==> config.mk <==
export PLATFORM = sky130hd
export DESIGN_NAME = ps2_host_tx
export DESIGN_NICKNAME = d
export VERILOG_FILES = /design/src/rtl/ps2_host_tx.sv
export SDC_FILE = /design/constraint.sdc
export NUM_CORES = 1
export LEC_CHECK = 0
export CAP_MARGIN = 20
export CORE_UTILIZATION = 45
export DETAILED_ROUTE_END_ITERATION = 10
export PLACE_DENSITY = 0.66
export SYNTH_ARGS = -nofsm -noshare
export SYNTH_HDL_FRONTEND = slang
export SYNTH_SLANG_ARGS = --single-unit
==> constraint.sdc <==
create_clock -name clk -period 2.1 [get_ports clk]
set_clock_uncertainty 0.05 [all_clocks]
set_input_delay 0.315 -clock clk [delete_from_list [all_inputs] [get_ports clk]]
set_output_delay 0.315 -clock clk [all_outputs]
set_load 0.01 [all_outputs]
==> src/rtl/ps2_host_tx.sv <==
// Host-to-device PS/2 transmitter: inhibit/request-to-send, shifts one byte on
// device clock edges, checks the device ACK and aborts on a frame timeout.
module ps2_host_tx #(
    parameter int INHIBIT_CYCLES = 6500,
    parameter int RTS_CYCLES     = 65,
    parameter int TIMEOUT_CYCLES = 1_300_000
) (
    input  logic       clk,
    input  logic       rst,
    input  logic [7:0] tx_data,
    input  logic       tx_start,
    output logic       busy,
    output logic       done,
    output logic       ack_err,
    output logic       timeout,
    input  logic       ps2_clk_i,
    input  logic       ps2_data_i,
    output logic       ps2_clk_oe,
    output logic       ps2_data_oe
);

    localparam int MAX_A = (TIMEOUT_CYCLES > INHIBIT_CYCLES) ? TIMEOUT_CYCLES : INHIBIT_CYCLES;
    localparam int MAX_C = (MAX_A > RTS_CYCLES) ? MAX_A : RTS_CYCLES;
    localparam int CNT_W = $clog2(MAX_C) + 1;
    localparam logic [CNT_W-1:0] INH_LAST = CNT_W'(INHIBIT_CYCLES - 1);
    localparam logic [CNT_W-1:0] RTS_LAST = CNT_W'(RTS_CYCLES - 1);
    localparam logic [CNT_W-1:0] TO_LAST  = CNT_W'(TIMEOUT_CYCLES - 1);

    typedef enum logic [2:0] {
        S_IDLE,
        S_INHIBIT,
        S_RTS,
        S_SHIFT,
        S_ACK,
        S_WAIT_IDLE
    } state_t;

    state_t           r_state, w_state_n;
    logic [CNT_W-1:0] r_cnt, w_cnt_n;
    logic [3:0]       r_bit, w_bit_n, w_bit_inc;
    logic             r_err, w_err_n;
    logic             w_clk_oe_n, w_data_oe_n, w_busy_n;
    logic             w_done_n, w_ack_err_n, w_timeout_n;
    logic             w_accept;
    logic [10:0]      r_frame;
    logic [1:0]       r_clk_sync, r_dat_sync;
    logic             r_clk_d, r_fall;

    // Line synchronizers reset to the idle (released) level so reset exit
    // never manufactures a falling edge.
    always_ff @(posedge clk or negedge rst) begin
        if (!rst) begin
            r_clk_sync <= 2'b11;
            r_dat_sync <= 2'b11;
            r_clk_d    <= 1'b1;
            r_fall     <= 1'b0;
        end else begin
            r_clk_sync <= {r_clk_sync[0], ps2_clk_i};
            r_dat_sync <= {r_dat_sync[0], ps2_data_i};
            r_clk_d    <= r_clk_sync[1];
            r_fall     <= r_clk_d & ~r_clk_sync[1];
        end
    end

    // Frame as sent, bit 0 first: start, data LSB first, odd parity, stop.
    always_ff @(posedge clk) begin
        if (w_accept) begin
            r_frame <= {1'b1, ~^tx_data, tx_data, 1'b0};
        end
    end

    always_ff @(posedge clk or negedge rst) begin
        if (!rst) begin
            r_state     <= S_IDLE;
            r_cnt       <= '0;
            r_bit       <= '0;
            r_err       <= 1'b0;
            ps2_clk_oe  <= 1'b0;
            ps2_data_oe <= 1'b0;
            busy        <= 1'b0;
            done        <= 1'b0;
            ack_err     <= 1'b0;
            timeout     <= 1'b0;
        end else begin
            r_state     <= w_state_n;
            r_cnt       <= w_cnt_n;
            r_bit       <= w_bit_n;
            r_err       <= w_err_n;
            ps2_clk_oe  <= w_clk_oe_n;
            ps2_data_oe <= w_data_oe_n;
            busy        <= w_busy_n;
            done        <= w_done_n;
            ack_err     <= w_ack_err_n;
            timeout     <= w_timeout_n;
        end
    end

    always_comb begin
        w_state_n   = r_state;
        w_cnt_n     = r_cnt;
        w_bit_n     = r_bit;
        w_err_n     = r_err;
        w_clk_oe_n  = ps2_clk_oe;
        w_data_oe_n = ps2_data_oe;
        w_busy_n    = busy;
        w_done_n    = 1'b0;
        w_ack_err_n = 1'b0;
        w_timeout_n = 1'b0;
        w_accept    = 1'b0;
        w_bit_inc   = r_bit + 4'd1;

        case (r_state)
            S_IDLE: begin
                w_cnt_n     = '0;
                w_bit_n     = '0;
                w_err_n     = 1'b0;
                w_clk_oe_n  = 1'b0;
                w_data_oe_n = 1'b0;
                w_busy_n    = 1'b0;
                if (tx_start) begin
                    w_accept   = 1'b1;
                    w_state_n  = S_INHIBIT;
                    w_busy_n   = 1'b1;
                    w_clk_oe_n = 1'b1;
                end
            end
            S_INHIBIT: begin
                if (r_cnt == INH_LAST) begin
                    w_state_n   = S_RTS;
                    w_cnt_n     = '0;
                    w_data_oe_n = 1'b1;
                end else begin
                    w_cnt_n = r_cnt + CNT_W'(1);
                end
            end
            S_RTS: begin
                // Releasing the clock hands timing to the device; the same
                // counter now measures the frame timeout.
                if (r_cnt == RTS_LAST) begin
                    w_state_n  = S_SHIFT;
                    w_cnt_n    = '0;
                    w_bit_n    = '0;
                    w_clk_oe_n = 1'b0;
                end else begin
                    w_cnt_n = r_cnt + CNT_W'(1);
                end
            end
            S_SHIFT: begin
                w_cnt_n = r_cnt + CNT_W'(1);
                if (r_fall) begin
                    w_bit_n     = w_bit_inc;
                    w_data_oe_n = ~r_frame[w_bit_inc];
                    if (w_bit_inc == 4'd10) begin
                        w_state_n = S_ACK;
                    end
                end
            end
            S_ACK: begin
                w_cnt_n = r_cnt + CNT_W'(1);
                if (r_fall) begin
                    w_err_n   = r_dat_sync[1];
                    w_state_n = S_WAIT_IDLE;
                end
            end
            S_WAIT_IDLE: begin
                w_cnt_n = r_cnt + CNT_W'(1);
                if (r_clk_sync[1] && r_dat_sync[1]) begin
                    w_done_n    = 1'b1;
                    w_ack_err_n = r_err;
                    w_busy_n    = 1'b0;
                    w_state_n   = S_IDLE;
                end
            end
            default: begin
                w_state_n = S_IDLE;
            end
        endcase

        // Timeout overrides any device-phase progress in the same cycle.
        if ((r_state == S_SHIFT || r_state == S_ACK || r_state == S_WAIT_IDLE) &&
            r_cnt == TO_LAST) begin
            w_state_n   = S_IDLE;
            w_clk_oe_n  = 1'b0;
            w_data_oe_n = 1'b0;
            w_busy_n    = 1'b0;
            w_done_n    = 1'b0;
            w_ack_err_n = 1'b0;
            w_timeout_n = 1'b1;
        end
    end

endmodule

==> results of run 1 <==
-- routing by layer --
layer  global-route usage (%)  share of wire, %  up-vias
li1                         -                 -     1078
met1                     31.0                48     1054
met2                     31.6                47       48
met3                     3.79               4.9        2
met4                     4.73              0.45        0
met5                        0                 0        -
-- cell type report --
class,count,share of cell area (%)
Clock buffer,5,1.97
Clock inverter,3,1.36
Inverter,10,1.08
Multi-Input combinational cell,193,38.2
Sequential cell,51,38.1
Tap cell,72,2.58
Timing Repair Buffer,68,16.7
-- how the worst min path moves through the flow --
stage / start / end / slack, ns / cells past startpoint
2_1_floorplan: rst / ack_err / -0.03 / 0
3_3_place_gp: rst / r_cnt[9] / 0.27 / 1
3_5_place_dp: rst / r_cnt[17] / 0.27 / 1
4_1_cts: r_dat_sync[0] / r_dat_sync[1] / 0.31 / 0
5_1_grt: r_clk_sync[0] / r_clk_sync[1] / 0.32 / 0
6_report: r_clk_sync[0] / r_clk_sync[1] / 0.31 / 0
-- through the flow --
stage	setup slack (ns)	power, W
after floorplan	-0.0945	0.00106
after global placement	-0.183	0.00111
after detailed placement	-0.231	0.00111
after CTS	-0.0229	0.00182
after global routing	-0.0697	0.00187
final	-0.0340	0.00180
-- repair_timing --
action | CTS | global route
endpoints found under the hold margin | 16 | 0
setup endpoints to repair | 24 | 27
hold buffers | 1 | 0
resized for setup | 2 | 7
pin swaps | 5 | 1
buffers inserted | 6 | 3
-- cell usage after synthesis, drive strengths merged, types with 3 or more instances --
| cell type | n | share of area, % |
|---|---|---|
| and4 | 3 | 0.98 |
| nand4 | 9 | 2.1 |
| o21ai | 4 | 0.74 |
| clkbuf | 8 | 1.1 |
| nand3 | 14 | 2.6 |
| a21oi | 10 | 1.9 |
| dfstp | 5 | 4.9 |
| ha | 4 | 1.9 |
| inv | 9 | 1.3 |
| or4 | 5 | 1.4 |
| and3 | 5 | 1.2 |
| xor2 | 15 | 4.9 |
| nor4 | 7 | 2.1 |
| a31oi | 4 | 1.2 |
| buf | 4 | 0.93 |
| nor3 | 6 | 1.1 |
| dfrtp | 37 | 34 |
| edfxtp | 9 | 10 |
| mux2i | 3 | 1.1 |
| nor2 | 32 | 4.5 |
| nand2b | 3 | 0.70 |
| nand2 | 17 | 2.4 |
| and2 | 7 | 1.6 |
| nor2b | 3 | 0.70 |
| xnor2 | 13 | 4.2 |
-- state kept, by name (all words and copies together), names as in the netlist --
name / cells
ack_err: 1
busy: 1
done: 1
ps2_clk_oe: 1
ps2_data_oe: 1
r_bit: 4
r_clk_d: 1
r_clk_sync: 2
r_cnt: 22
r_dat_sync: 2
r_err: 1
r_fall: 1
r_frame: 9
r_state: 3
timeout: 1
-- cells by family after synthesis --
group | Yosys count | synth area share (%)
buf+inv | 22 | 3.44
fa+ha+maj | 4 | 1.86
flops | 51 | 49.3
simple gates | 118 | 23.3
xor+xnor | 28 | 9.12
mux | 6 | 2.79
compound gates | 37 | 10.2
-- power groups by stage --
stage	Clock, W	Combinational [W]	Sequential (W)
final	0.000703	0.0000712	0.00102
after global routing	0.000766	0.0000796	0.00102
after floorplan	0	0.0000234	0.00104
after CTS	0.000722	0.0000732	0.00102
after global placement	0	0.0000705	0.00104
after detailed placement	0	0.0000715	0.00104
==> results_dict.tcl, run 1 <==
set metrics [dict create \
    outcome "complete, but fails checks" \
    violations "negative setup slack" \
    r2r_cells 5 \
    most-common-layout-cells "46 x buf_4, 37 x dfrtp_1, 32 x nor2_1" \
    stdcell_count 402 \
    core-area_mm2 0.00564 \
    grt_pass1_wl_mm 10.1 \
    crit_path_end "r_bit[1]" \
    path_cells "nor4_2, nand2_1, or4_4, a31oi_4, mux2_4" \
    utilization_pct 61.8 \
    synth-main-ff-cell "dfrtp_1" \
    routed_wl_mm 6.03 \
    path_delay_family "simple AND/OR/NAND/NOR gates" \
    vias_per_cell 5.43 \
    min_period_ns 2.13 \
    first_global_vias 2110 \
    critical_path_required_ns 2.26 \
    slowest_delay_ns 0.55 \
    synth_area_per_cell_um2 10.1 \
    grt_max_degree 23 \
    p_sw_share_pct 21.1 \
    multi_input_area_mm2 0.00133 \
    drtAntennaViolNets 0 \
    p_leak_nw 1.52 \
    final-hold-violation-count 0 \
    switchingPower_w 0.000379 \
    timing.fmax_mhz 469 \
    cts_root_buf "clkbuf_8" \
    syn-instance-count 266 \
    p_int_w 0.00142 \
    ios 19 \
    routedWlPerCell_um 15.0 \
    cp_num_buf_inv 0 \
    rows 27 \
    critPathLaunchType "register" \
    dr.first_iter.drc_count 160 \
    async_reset_ff_share_pct 82.4 \
    ys_ff_latch 51 \
    period_share_pct 102 \
    ys_warn_count 0 \
    cp-end-kind "register" \
    worstMarginPinSlew_ns 0.519 \
    r2r_setup_slack_ns -0.03 \
    synth_edf_count 9 \
    clkSinkCount 51 \
    startpoint "r_cnt[7]" \
    regToRegStartpoint "r_cnt[7]" \
    drc 0 \
    synthesis.area_mm2 0.00269 \
    clockPowerShare_pct 39.1 \
    placed_cells 384 \
    slew_headroom_pct 65.2 \
    drive_gt1_share_pct 23.9 \
    fin_ws_ns -0.0340 \
    htree_levels 2 \
    combPwrFrac_pct 4.0 \
    ys_seq_area_share_pct 49.3 \
    cp.depth 5 \
    dpl-instance-area_mm2 0.00324 \
    vdd_ir_drop_max_mv 0.401 \
    diodes 0 \
    worstReg2RegEnd "r_bit[1]" \
    slowest_stage "or4_4" \
    power_density_mw_per_mm2 515 \
    cts_made_buffers 5 \
    finalSetupViolations 2 \
    nFillCells 465 \
    syn2layout_area_growth_pct 29.6 \
    die-height_um 79.3 \
    max_cap_viol_count 0 \
    final_common_cell "buf_4" \
    cts_tree "done" \
    die_w_um 79.3 \
    rsz0062_at_grt "yes" \
    start_util_pct 47.7 \
    synth_cell_type_count 55 \
    die_area_mm2 0.00629 \
    crit_arrival_ns 2.29 \
    insertion_delay_ns 0.31 \
    holdWs_ns 0.310 \
    hold_path_class "register to register" \
    grtUsageTotal_pct 20.9 \
    antenna_found_initial 0 \
    io_buffers 18 \
    crit_type "register to register" \
    hpwl_mm 4.41 \
    path_clk_slew_ns 0.11 \
    final_nets 346 \
    num_vias 2182 \
    finalSetupTns_ns -0.0619 \
    fin_area_mm2 0.00349 \
    gr-total-overflow 0 \
    firstDrtPassIters 4 \
    cts_buffer_depth 2 \
    pwr-share-seq_pct 56.9 \
    final-seq-area_mm2 0.00133 \
    final-max-slew-violation-count 0 \
    gp_congestion 0.886 \
    worstPathMaxFanout 4 \
    synth_nets 283 \
]
No activity file was read; power rests on OpenSTA's default activity.
==> run 2: changes to the inputs <==
- RECOVER_POWER: not set -> 100
==> run 2 against run 1 <==
Net effect:
- the run still ends with negative setup slack left
- setup slack improved by 0.0097 ns
- critical endpoint unchanged
- clock power increased by 1%
- sequential power about the same
- first-iteration DRC count decreased by 8.8%
- largest cell class unchanged
==> results_dict.tcl, run 2 (synthesis gave the netlist of run 1 again) <==
set metrics [dict create \
    outcome "complete, but fails checks" \
    violations "negative setup slack" \
    dr.first_iter.drc_count 146 \
    critical_path_required_ns 2.27 \
    drive_gt1_share_pct 22.7 \
    stdcell_count 402 \
    die_area_mm2 0.00629 \
    power_density_mw_per_mm2 519 \
    slew_headroom_pct 22.7 \
    worstPathMaxFanout 4 \
    htree_levels 2 \
    path_clk_slew_ns 0.11 \
    cts_root_buf "clkbuf_8" \
    hold_path_class "register to register" \
    routed_wl_mm 6.04 \
    path_cells "nor4_2, nand2_1, or4_4, a31oi_4, mux2_4" \
    vdd_ir_drop_max_mv 0.405 \
    final-max-slew-violation-count 0 \
    rsz0062_at_grt "yes" \
    regToRegStartpoint "r_cnt[7]" \
    firstDrtPassIters 4 \
    grt_max_degree 23 \
    path_delay_family "simple AND/OR/NAND/NOR gates" \
    core-area_mm2 0.00564 \
    max_cap_viol_count 0 \
    finalSetupTns_ns -0.0425 \
    worstMarginPinSlew_ns 1.16 \
    final_nets 346 \
    cts_made_buffers 5 \
    worstReg2RegEnd "r_bit[1]" \
    timing.fmax_mhz 471 \
    largest_reg_flops 22 \
    fin_ws_ns -0.0243 \
    vias_per_cell 5.42 \
    final_common_cell "buf_4" \
    cp_num_buf_inv 0 \
    p_leak_nw 1.52 \
    gp_congestion 0.886 \
    die_w_um 79.3 \
    grt_pass1_wl_mm 10.1 \
    crit_type "register to register" \
    die-height_um 79.3 \
    clkSinkCount 51 \
    syn2layout_area_growth_pct 28.7 \
    finalSetupViolations 2 \
    io_buffers 18 \
    final-hold-violation-count 0 \
    r2r_setup_slack_ns -0.02 \
    cp-end-kind "register" \
    num_vias 2179 \
    most-common-layout-cells "42 x buf_4, 37 x dfrtp_1, 32 x nor2_1" \
    period_share_pct 101 \
    ios 19 \
    gr-total-overflow 0 \
    slowest_stage "or4_4" \
    grtUsageTotal_pct 20.9 \
    insertion_delay_ns 0.32 \
    cts_buffer_depth 2 \
    drtAntennaViolNets 0 \
    crit_path_end "r_bit[1]" \
    slowest_delay_ns 0.55 \
    start_util_pct 47.7 \
    top_register "r_cnt" \
    critPathLaunchType "register" \
    min_period_ns 2.12 \
    cts_tree "done" \
    drc 0 \
    placed_cells 384 \
    cp.depth 5 \
    r2r_cells 5 \
    first_global_vias 2110 \
    crit_arrival_ns 2.29 \
    startpoint "r_cnt[7]" \
    top_regs "r_cnt (22), r_frame (9), r_bit (4)" \
    routedWlPerCell_um 15.0 \
    antenna_found_initial 0 \
    hpwl_mm 4.41 \
    diodes 0 \
    rows 27 \
]
==> run 2: changes by cell type in the layout (fill, tap and decap cells not counted), moves of 2 or more <==
| cell | delta |
|---|---|
| clkdlybuf4s50_1 | -16 |
| dlygate4sd3_1 | +16 |
| buf_4 | -4 |
| clkbuf_1 | +3 |
| and2_0 | +2 |
| and2_1 | -2 |
| clkbuf_4 | +2 |
==> run 2: worst min path at each step <==
stage,slack (ns),to,from,cells past startpoint
final,0.31,r_dat_sync[1],r_dat_sync[0],0
after global routing,0.33,r_dat_sync[1],r_dat_sync[0],0
after CTS,0.31,r_dat_sync[1],r_dat_sync[0],0
after detailed placement,0.27,r_cnt[17],rst,1
after global placement,0.27,r_cnt[9],rst,1
after floorplan,-0.03,ack_err,rst,0
==> run 2: area by class of cell <==
class / count / area, µm²
inverters: 10 / 37.5
multi-input cells: 193 / 1330
flip-flops and latches: 51 / 1330
clock inverters: 3 / 47.5
repair buffers: 68 / 558
fillers: 469 / 2180
well taps: 72 / 90.1
clock buffers: 5 / 68.8
==> run 2: what timing repair did <==
item | CTS | global route
setup buffers | 6 | 3
setup endpoints to repair | 24 | 27
pin swaps | 5 | 1
gates resized for setup | 2 | 7
hold buffers | 1 | 0
endpoints found under the hold margin | 16 | 0
==> run 2: where the power goes <==
part	internal (W)	switching, W
combinational	0.0000324	0.0000318
sequential	0.00102	0.00000492
clock	0.000361	0.000348
==> run 2: stage by stage <==
stage | cell area [µm²] | hold WS, ns | total power, W | util [%] | setup WS, ns
finish | 3460 | 0.310 | 0.00180 | 61.4 | -0.0243
global route | 3460 | 0.327 | 0.00186 | 61.4 | -0.0716
CTS | 3420 | 0.311 | 0.00182 | 60.7 | -0.0229
detailed placement | 3240 | 0.270 | 0.00111 | 57.5 | -0.231
global placement | 3240 | 0.267 | 0.00111 | 57.5 | -0.183
floorplan | 2720 | -0.0306 | 0.00106 | - | -0.0945
==> run 2: layer usage <==
metal	vias to the layer above	part of all wire, %	GRT usage (%)
li1	1077	-	-
met1	1062	49	31.0
met2	36	47	31.6
met3	4	3.7	3.79
met4	0	0.81	4.73
met5	-	0	0
==> run 3: changes to the inputs <==
- CTS_CLUSTER_SIZE: not set -> 8
- clock period: 2.1 -> 1.7 ns (I/O delays scaled with it)
==> run 3 against run 2 <==
Net effect:
- the run still ends with negative setup slack left
- flip-flop and latch count did not move
- sequential power rose by 24%
- cell area rose by 12%
- register-to-register slack worse by 0.45 ns
- total power grew 31%
- setup slack got worse by 0.45 ns
- maximum frequency is 2.1% lower
- non-clock buffer count up 27
- worst hold slack improved by 0.0024 ns
- highest routed layer unchanged
==> results_dict.tcl, run 3 (synthesis gave the netlist of run 1 again) <==
set metrics [dict create \
    violations "negative setup slack" \
    final-hold-violation-count 0 \
    diodes 0 \
    die_area_mm2 0.00629 \
    rsz0062_at_grt "yes" \
    dr.first_iter.drc_count 167 \
    drtAntennaViolNets 0 \
    path_clk_slew_ns 0.10 \
    fin_ws_ns -0.470 \
    clkSinkCount 51 \
    period_share_pct 128 \
    path_cells "nor4_4, nand2_4, or4_4, a31oi_4, mux2_4" \
    p_leak_nw 1.70 \
    cp-end-kind "register" \
    die-height_um 79.3 \
    min_period_ns 2.17 \
    utilization_pct 68.5 \
    worstPathMaxFanout 3 \
    slowest_stage "or4_4" \
    cts_tree "done" \
    gp_congestion 0.846 \
    vias_per_cell 5.48 \
    routed_wl_mm 6.85 \
    drc 0 \
    gr-total-overflow 0 \
    core-area_mm2 0.00564 \
    cp_num_buf_inv 0 \
    cts_buffer_depth 2 \
    first_global_vias 2294 \
    power_density_mw_per_mm2 608 \
    dpl-instance-area_mm2 0.00351 \
    vdd_ir_drop_max_mv 0.540 \
    r2r_setup_slack_ns -0.47 \
    combPwrFrac_pct 3.5 \
    final_common_cell "buf_4" \
    largest_reg_flops 22 \
    final-max-slew-violation-count 0 \
    ios 19 \
    slew_headroom_pct 29.3 \
    start_util_pct 47.7 \
    routedWlPerCell_um 16.0 \
    cts_root_buf "clkbuf_8" \
    switchingPower_w 0.000464 \
    syn2layout_area_growth_pct 43.6 \
    grt_pass1_wl_mm 11.1 \
    htree_levels 2 \
    top_regs "r_cnt (22), r_frame (9), r_bit (4)" \
    grt_max_degree 43 \
    p_sw_share_pct 19.7 \
    critical_path_required_ns 1.85 \
    crit_arrival_ns 2.32 \
    max_cap_viol_count 0 \
    firstDrtPassIters 6 \
    clockPowerShare_pct 42.7 \
    finalSetupViolations 35 \
    power.total_w 0.00235 \
    hold_path_class "register to register" \
    io_buffers 18 \
    outcome "complete, but fails checks" \
    crit_type "register to register" \
    timing.fmax_mhz 461 \
    insertion_delay_ns 0.31 \
    worstMarginPinSlew_ns 1.06 \
    die_w_um 79.3 \
    rows 27 \
    critPathLaunchType "register" \
    antenna_found_initial 0 \
    most-common-layout-cells "64 x buf_4, 36 x dfrtp_1, 29 x nor2_1" \
    drive_gt1_share_pct 34.7 \
    top_register "r_cnt" \
    final_nets 373 \
    p_int_w 0.00188 \
    path_delay_family "simple AND/OR/NAND/NOR gates" \
    num_vias 2352 \
    pwr-share-seq_pct 53.8 \
    hpwl_mm 4.69 \
    slowest_delay_ns 0.54 \
    fin_area_mm2 0.00386 \
    cts_made_buffers 5 \
    grtUsageTotal_pct 23.3 \
]
==> run 3: area by class of cell <==
| type | instances | area (µm²) |
|---|---|---|
| fill | 427 | 1780 |
| multi-input combinational | 193 | 1460 |
| sequential | 51 | 1330 |
| timing repair buffer | 95 | 812 |
| tap | 72 | 90.1 |
| clock buffer | 5 | 68.8 |
| clock inverter | 3 | 67.6 |
| inverter | 10 | 37.5 |
==> run 3: power by group through the flow <==
| stage | logic, W | registers (W) | clock network (W) |
|---|---|---|---|
| finish | 0.0000816 | 0.00126 | 0.00100 |
| global route | 0.0000910 | 0.00126 | 0.00109 |
| CTS | 0.0000888 | 0.00126 | 0.00102 |
| detailed placement | 0.0000864 | 0.00129 | 0 |
| global placement | 0.0000845 | 0.00129 | 0 |
| floorplan | 0.0000289 | 0.00129 | 0 |
==> run 3: worst paths after layout <==
check | to | start | cells after the start
min in group asynchronous | r_state[1] | rst | 3
max | r_bit[3] | r_cnt[21] | 5
max reg2reg | r_bit[3] | r_cnt[21] | 5
min | r_dat_sync[1] | r_dat_sync[0] | 0
min reg2reg | r_dat_sync[1] | r_dat_sync[0] | 0
max in group asynchronous | r_bit[0] | rst | 3
==> run 3: routing by layer <==
metal / vias up / global-route usage (%) / wire length (µm)
met5: - / 0 / 0
met4: 0 / 8.00 / 103
met3: 13 / 4.14 / 266
met2: 53 / 36.6 / 3220
met1: 1155 / 32.3 / 3260
li1: 1131 / - / -
==> run 3: stage by stage <==
stage / hold WS, ns / setup slack [ns] / setup TNS (ns) / instances
2_1_floorplan: -0.0906 / -0.495 / -10.22 / 266
3_3_place_gp: 0.296 / -0.620 / -15.17 / 415
3_5_place_dp: 0.299 / -0.602 / -14.54 / 415
4_1_cts: 0.287 / -0.461 / -12.15 / 428
5_1_grt: 0.319 / -0.534 / -15.31 / 429
6_report: 0.313 / -0.470 / -12.29 / 429
==> run 3: what timing repair did <==
item | 4_1_cts | 5_1_grt
endpoints found under the hold margin | 37 | 0
gates resized for setup | 24 | 11
setup buffers | 5 | 3
pin swaps | 10 | 10
hold buffers | 1 | 0
setup endpoints to repair | 44 | 44
